[src/rtl/layer_compositor.sv]
// Priority compositor for indexed-color layers: per-layer palettes, a three-stage pixel
// pipeline, and a frame-stepped fade engine that scales the final RGB.
module layer_compositor #(
    parameter int                     NUM_LAYERS = 4,
    parameter int                     IDX_W      = 4,
    parameter int                     COLOR_W    = 8,
    parameter int                     FADE_LOG2  = 4,
    parameter logic [3*COLOR_W-1:0]   BG_COLOR   = 24'h000000
) (
    input  logic                          Clk,
    input  logic                          Reset,
    input  logic                          pix_valid_in,
    input  logic [NUM_LAYERS*IDX_W-1:0]   layer_idx,
    input  logic [NUM_LAYERS-1:0]         layer_en,
    input  logic                          pal_we,
    input  logic [$clog2(NUM_LAYERS)-1:0] pal_layer,
    input  logic [IDX_W-1:0]              pal_addr,
    input  logic [3*COLOR_W-1:0]          pal_data,
    input  logic                          frame_start,
    input  logic                          fade_req,
    input  logic                          fade_dir,
    output logic                          fade_busy,
    output logic [FADE_LOG2:0]            fade_level,
    output logic                          pix_valid_out,
    output logic [COLOR_W-1:0]            VGA_R,
    output logic [COLOR_W-1:0]            VGA_G,
    output logic [COLOR_W-1:0]            VGA_B
);
    // state    | meaning
    // IDLE     | level held, fade_req accepted
    // FADE_OUT | level steps down on frame_start until 0
    // FADE_IN  | level steps up on frame_start until full scale
    typedef enum logic [1:0] {IDLE, FADE_OUT, FADE_IN} state_t;

    localparam int DEPTH = 2 ** IDX_W;
    localparam int CW3   = 3 * COLOR_W;
    localparam int PW    = COLOR_W + FADE_LOG2 + 1;
    localparam logic [FADE_LOG2:0] LVL_MAX = {1'b1, {FADE_LOG2{1'b0}}};

    logic [CW3-1:0]              pal_q [NUM_LAYERS][DEPTH];
    logic                        pal_wr_ok;
    logic [31:0]                 pal_layer_ext;

    logic                        s1_valid_q;
    logic [NUM_LAYERS*IDX_W-1:0] s1_idx_q;
    logic [NUM_LAYERS-1:0]       s1_en_q;
    logic [CW3-1:0]              win_color;
    logic                        s2_valid_q;
    logic [CW3-1:0]              s2_color_q;
    logic [CW3-1:0]              rgb_d, rgb_q;
    logic                        valid_q;

    state_t                      state_q, state_d;
    logic [FADE_LOG2:0]          level_q, level_d;

    assign pal_layer_ext = 32'(pal_layer);
    assign pal_wr_ok     = pal_we && (pal_layer_ext < 32'(NUM_LAYERS));

    always_ff @(posedge Clk or posedge Reset) begin
        if (Reset) begin
            for (int l = 0; l < NUM_LAYERS; l++)
                for (int a = 0; a < DEPTH; a++)
                    pal_q[l][a] <= '0;
        end else if (pal_wr_ok) begin
            pal_q[pal_layer][pal_addr] <= pal_data;
        end
    end

    // Ascending scan: the last opaque layer found is the highest-priority one.
    always_comb begin
        win_color = BG_COLOR;
        for (int k = 0; k < NUM_LAYERS; k++) begin
            if (s1_en_q[k] && (s1_idx_q[k*IDX_W +: IDX_W] != '0))
                win_color = pal_q[k][s1_idx_q[k*IDX_W +: IDX_W]];
        end
    end

    for (genvar ch = 0; ch < 3; ch++) begin : g_chan
        logic [PW-1:0] prod;
        assign prod = PW'(s2_color_q[ch*COLOR_W +: COLOR_W]) * PW'(level_q);
        assign rgb_d[ch*COLOR_W +: COLOR_W] = s2_valid_q ? prod[FADE_LOG2 +: COLOR_W] : '0;
    end

    always_ff @(posedge Clk or posedge Reset) begin
        if (Reset) begin
            s1_valid_q <= 1'b0;
            s1_idx_q   <= '0;
            s1_en_q    <= '0;
            s2_valid_q <= 1'b0;
            s2_color_q <= '0;
            valid_q    <= 1'b0;
            rgb_q      <= '0;
        end else begin
            s1_valid_q <= pix_valid_in;
            s1_idx_q   <= layer_idx;
            s1_en_q    <= layer_en;
            s2_valid_q <= s1_valid_q;
            s2_color_q <= win_color;
            valid_q    <= s2_valid_q;
            rgb_q      <= rgb_d;
        end
    end

    assign pix_valid_out = valid_q;
    assign VGA_R         = rgb_q[2*COLOR_W +: COLOR_W];
    assign VGA_G         = rgb_q[COLOR_W +: COLOR_W];
    assign VGA_B         = rgb_q[0 +: COLOR_W];

    always_ff @(posedge Clk or posedge Reset) begin
        if (Reset) begin
            state_q <= IDLE;
            level_q <= LVL_MAX;
        end else begin
            state_q <= state_d;
            level_q <= level_d;
        end
    end

    always_comb begin
        state_d = state_q;
        level_d = level_q;
        case (state_q)
            IDLE: begin
                if (fade_req)
                    state_d = fade_dir ? FADE_IN : FADE_OUT;
            end
            FADE_OUT: begin
                if (frame_start) begin
                    if (level_q != '0)
                        level_d = level_q - 1'b1;
                    if (level_d == '0)
                        state_d = IDLE;
                end
            end
            FADE_IN: begin
                if (frame_start) begin
                    if (level_q != LVL_MAX)
                        level_d = level_q + 1'b1;
                    if (level_d == LVL_MAX)
                        state_d = IDLE;
                end
            end
            default: state_d = IDLE;
        endcase
    end

    always_comb begin
        fade_busy  = (state_q != IDLE);
        fade_level = level_q;
    end
endmodule

[config.mk]
export PLATFORM = sky130hd
export DESIGN_NAME = layer_compositor
export DESIGN_NICKNAME = d
export VERILOG_FILES = /design/src/rtl/layer_compositor.sv
export SDC_FILE = /design/constraint.sdc
export NUM_CORES = 2
export LEC_CHECK = 0
export ABC_CLOCK_PERIOD_IN_PS = 74500
export CORE_MARGIN = 4
export CORE_UTILIZATION = 64
export CTS_BUF_LIST = sky130_fd_sc_hd__clkbuf_4 sky130_fd_sc_hd__clkbuf_8
export DETAILED_ROUTE_END_ITERATION = 8
export PLACE_DENSITY = 0.85
export SYNTH_ARGS = -nofsm -noshare
export SYNTH_HDL_FRONTEND = slang
export SYNTH_SLANG_ARGS = --single-unit
[constraint.sdc]
create_clock -name Clk -period 74.5 [get_ports Clk]
set_clock_uncertainty 0.15 [all_clocks]
set_input_delay 7.45 -clock Clk [delete_from_list [all_inputs] [get_ports Clk]]
set_output_delay 7.45 -clock Clk [all_outputs]
set_load 0.02 [all_outputs]
**Word-level counts from Yosys, hierarchy flattened**

Index checks and enable logic that the tools add are counted.

- Bits in writable memories: 0
- Bits in read-only memories: 0
- Logic and storage cells: 160
- Output and inout bits: 31
- Memories kept: 0
- Register bits after elaboration: 1614
- Latch bits: 0
- Input bits: 57

- Equal/unequal tests: 9
- $lt $le $gt $ge: 9
- Muxes and demuxes: 40
- Div/mod/pow operators: 0
- $mul: 3
- Bitwise logic cells: 6
- Reduce and logical (&&, ||, !) cells: 18
- Shifts and indexed selects: 0
- Add/subtract/negate cells: 2

Operators by type and width:

| operator | count |
|---|---|
| $bwmux W1536 | 1 |
| $demux W384 S2 | 1 |
| $bmux W24 S4 | 4 |
| $mux W384 | 1 |
| $mux W24 | 13 |
| $demux W24 S4 | 1 |
| $mux W5 | 8 |
| $mul A8 B5 Y12 | 3 |
| $ge A5 B5 Y1 const B | 5 |
| $not A4 Y5 | 5 |
| $mux W8 | 3 |
| $reduce_bool A4 Y1 | 4 |
| $mux W2 | 6 |
| $ne A2 B2 Y1 const B | 5 |
| $pmux W5 S2 | 1 |
| $logic_and A1 B1 Y1 | 7 |
| $pmux W2 S3 | 1 |
| $add A5 B1 Y5 const B | 1 |
| $eq A5 B5 Y1 const B | 1 |
| $logic_not A5 Y1 | 1 |
| $lt A5 B1 Y1 const B | 1 |
| $ne A5 B5 Y1 const B | 1 |
| $reduce_and A5 Y1 | 1 |
| $reduce_bool A5 Y1 | 1 |
| 10 further kinds | 11 |

**Logic depth before layout (Yosys ltp)**

- Depth in word-level cells: 8
- Depth in mapped cells: 16
- Mapped depth without buffers: 13

**Least setup slack after synthesis**

Ideal clock, no wire load.

- Path kind: in2reg
- Start point: in pal_addr[3]
- End point: reg pal_q[192] in the netlist's numbering
- Data arrival time: 8.968 ns
- Data required time: 74.225 ns
- Buffers on the path: 3
- Setup slack: 65.257 ns
- Stages on the path: 7
- Path through: clkbuf_1 nand2b_1 or2_1 clkbuf_1 nor2_2 buf_2 mux2_2

- Cells in the longest elaborated chain, start to end: 8
- Elaborated cells between the ends (all ways): 9
- Those cells by class: order compare: 2; mux: 5; bitwise: 1; reduce/logical: 1

RTL lines:

| element | RTL line | text |
|---|---|---|
| from (decl) | 17 | `input logic [IDX_W-1:0] pal_addr,` |
| $not A4 Y5 (implied by the code) * | 65 | `pal_q[pal_layer][pal_addr] <= pal_data;` |
| $ge A5 B5 Y1 (implied by the code) / $lt A5 B1 Y1 (equally long branches) | 65 |  |
| $logic_and A1 B1 Y1 (implied by the code) | 65 |  |
| $mux W24 (implied by the code) | 65 |  |
| $demux W24 S4 * | 65 |  |
| $mux W384 (implied by the code) * | 65 |  |
| $demux W384 S2 * | 65 |  |
| $bwmux W1536 * | 65 |  |
| to (signal, indexed assignment) | 65 |  |
| to (decl) | 40 | `logic [CW3-1:0] pal_q [NUM_LAYERS][DEPTH];` |

Every way passes the cells marked *; elsewhere a longest branch is shown, timed or not.
A chain may end at the register's enable or synchronous reset.

==> out/results.ini <==
[power_and_ir_drop]
switchingPower_w = 0.000621
pwr-share-clk_pct = 33.8
pwr-share-seq_pct = 47.1
p_per_area_nw_per_um2 = 27.4
p_int_w = 0.00162
pwr-share-comb_pct = 19.1
sw_frac_of_total_pct = 27.7
p_leak_nw = 39.0
vdd_drop_max_mv = 0.0231

[clocking]
cts_buffer_depth = 3
cts_hold_buf = 0
cts_buffers = 239
clock-root-buffer = clkbuf_8
clk_pin_slew_worst_paths_ns = 0.06
h-tree-depth = 4
cts-resized-gates = 0
cts_sinks = 1590
cts_tree = done
postCtsSetupBuffers = 0
insertion_delay_ns = 0.93

[logic_synthesis]
syn_inst = 5146
synthesis.area_sq_um = 74900
synth_cell_types = 59
yosysWarnings = 0
synth_edf_count = 0
synth_nets = 5307
synth-seq-cells = 1590
synth_area_leaders = dfrtp_1, mux2_2, mux4_2, mux2i_1, clkbuf_1
synth_top_area_cell = dfrtp_1
synth_async_sr_flop_share_pct = 100
syn_avg_cell_area_sq_um = 14.6
synth_flop_cell = dfrtp_1
synthDominantCellAreaShare_pct = 53.1
synth_seq_area_share_pct = 53.1

[floorplanning]
io-pin-count = 88
start_util_pct = 64.4
die_h_microns = 350
num_rows = 125
die_w_microns = 350
core-area_sq_um = 116000
die_area_sq_um = 123000

[critical_path]
path_buf_inv = 8
path_max_fanout = 114
critPathMaxStageDelay_ns = 0.90
crit_arrival_ns = 13.75
worst_path_max_delay_cell = buf_4
crit_top_cell = buf_4
criticalPathCategory = primary input to asynchronous set/reset pin
cp-end-kind = asynchronous set/reset pin
path_delay_family = buffers and inverters
cp-start-kind = primary input
cp.required_ns = 75.21
crit_path_cell_trace = clkdlybuf4s50_1 > inv_8 > buf_4 > buf_4 > buf_4 > buf_4 > buf_4 > buf_4

[layout]
final_cell_mix = dfrtp_1, mux2_2, clkbuf_8
finalInstanceArea_sq_um = 81900
area_growth_pct = 9.41
final_common_cell = dfrtp_1
finalNetCount = 5301
drive_gt1_share_pct = 46.9
instances_no_fill = 6863

[routing]
post-route-drc-count = 0
vias_per_cell = 6.55
detail_route.wl_per_cell_microns = 26.9
wl_met3_microns = 14200
first_pass_iters = 5
via_count = 45000
routed_wl_microns = 185000
ant_nets = 0
routed.top_layer = met5
drt_iter0_drc = 4117
wl_met2_microns = 86400
met1_length_microns = 75500

[placed_design]
io_buffers = 87
dp.cells = 6423
gp_congestion = 0.881
hpwl_microns = 111000
postPlaceCellArea_sq_um = 76700

[sta]
worstMarginPinSlew_ns = 1.25
finalHoldViolCount = 0
final.setup.tns_ns = 0
setup_viol = 0
drv_slew = 0
fmax_mhz = 76.6
rsz0062_at_grt = false
period_share_pct = 17.5
min_period_ns = 13.05
slew_headroom_pct = 15.9

[global_routing]
first_global_vias = 47500
grt_overflow = 0
grt_max_degree = 115
grt_pass1_wl_microns = 285000
grt.total_usage_pct = 30.7
grt_antenna_before_repair = 13

[flow_run]
drv_cap = 0

[outcome]
outcome = complete, no violations

[min_path]
hp-class = register to register

[layout make-up]
class                      count  area [sq um]
timing repair buffer         228          1810
inverter                     100           383
sequential                  1590         39800
multi-input combinational   2981         32800
antenna                        9          22.5
fill                        7297         34300
clock inverter                45           432
tap                         1524          1910
clock buffer                 386          4760
[sequential cells by signal (all words and copies together) (netlist names)]
register,count
s2_color_q,24
s1_valid_q,1
pal_q,1512
pix_valid_out,1
s2_valid_q,1
rgb_q,24
state_q,2
s1_idx_q,16
s1_en_q,4
fade_level,5
[synth_stat cells, types with 8 or more instances]
cell type	number
mux4_2	292
ha_1	56
o22ai_1	55
inv_1	99
xor2_1	8
and2_1	76
a21oi_1	16
nor2_1	69
dfrtp_1	1589
buf_4	9
nand2b_1	34
buf_1	45
mux2_1	23
a22oi_1	50
fa_1	48
a32oi_1	24
mux2_2	1561
o21a_1	10
nand2_1	158
nand4_1	31
buf_2	101
nand3_1	14
o311a_1	24
mux2i_1	186
nor3_1	40
clkbuf_1	320
a22o_1	27
and3_1	16
nor2_2	17
o21ai_0	63
[power by group through the flow]
stage / Sequential [W] / Combinational (W) / Clock (W)
final: 0.00106 / 0.000428 / 0.000758
after global routing: 0.00107 / 0.000471 / 0.000808
after floorplan: 0.00105 / 0.000327 / 0
after CTS: 0.00105 / 0.000428 / 0.000767
after detailed placement: 0.00107 / 0.000425 / 0
after global placement: 0.00106 / 0.000409 / 0
[metal layers]
metal,vias up,track usage [%]
met2,1750,47.8
met1,24000,42.1
met4,4,14.1
li1,18800,-
met5,-,0
met3,388,6.44
[worst reg2reg max path, stage by stage, from the launching register on]
cell	delay [ns]
dfrtp_1	1.08
and2_1	0.30
fa_1	0.46
fa_1	0.49
inv_1	0.05
fa_1	0.47
inv_1	0.05
ha_1	0.32
nand2_1	0.06
or3_1	0.37
and4b_1	0.24
or4_1	0.53
nand3_1	0.10
[kinds of logic after synthesis]
kind of cell	Yosys count	synth area share, %
flops	1590	53.1
xor+xnor	16	0.242
fa+ha+maj	104	2.22
mux	2062	35.1
buf+inv	575	3.10
simple gates	495	3.33
compound gates	304	2.90
[worst paths after layout]
| kind | cells past startpoint | endpoint | startpoint | slack, ns |
|---|---|---|---|---|
| max | 8 | s1_idx_q[1]$_DFF_PP0_ | Reset | 61.45 |
| max in group Clk | 1 | fade_level[3] | fade_level[3]$_DFFE_PP0P_ | 64.15 |
| min in group asynchronous | 2 | pal_q[487]$_DFFE_PP0P_ | Reset | 6.99 |
| min | 0 | s2_valid_q$_DFF_PP0_ | s1_valid_q$_DFF_PP0_ | 0.21 |
| min reg2reg | 0 | s2_valid_q$_DFF_PP0_ | s1_valid_q$_DFF_PP0_ | 0.21 |
| max reg2reg | 12 | rgb_q[23]$_DFF_PP0_ | fade_level[3]$_DFFE_PP0P_ | 69.78 |
[stage by stage]
| stage | util, % | setup WS [ns] | hold slack [ns] | total power [W] |
|---|---|---|---|---|
| 6_report | 70.5 | 61.45 | 0.212 | 0.00224 |
| 5_1_grt | 70.5 | 60.46 | 0.218 | 0.00235 |
| 4_1_cts | 70.5 | 61.27 | 0.215 | 0.00225 |
| 3_5_place_dp | 66.0 | 60.29 | 0.187 | 0.00149 |
| 3_3_place_gp | 66.0 | 60.40 | 0.196 | 0.00147 |
| 2_1_floorplan | - | 22.04 | 0.181 | 0.00138 |
(Power assumes the default switching activity.)
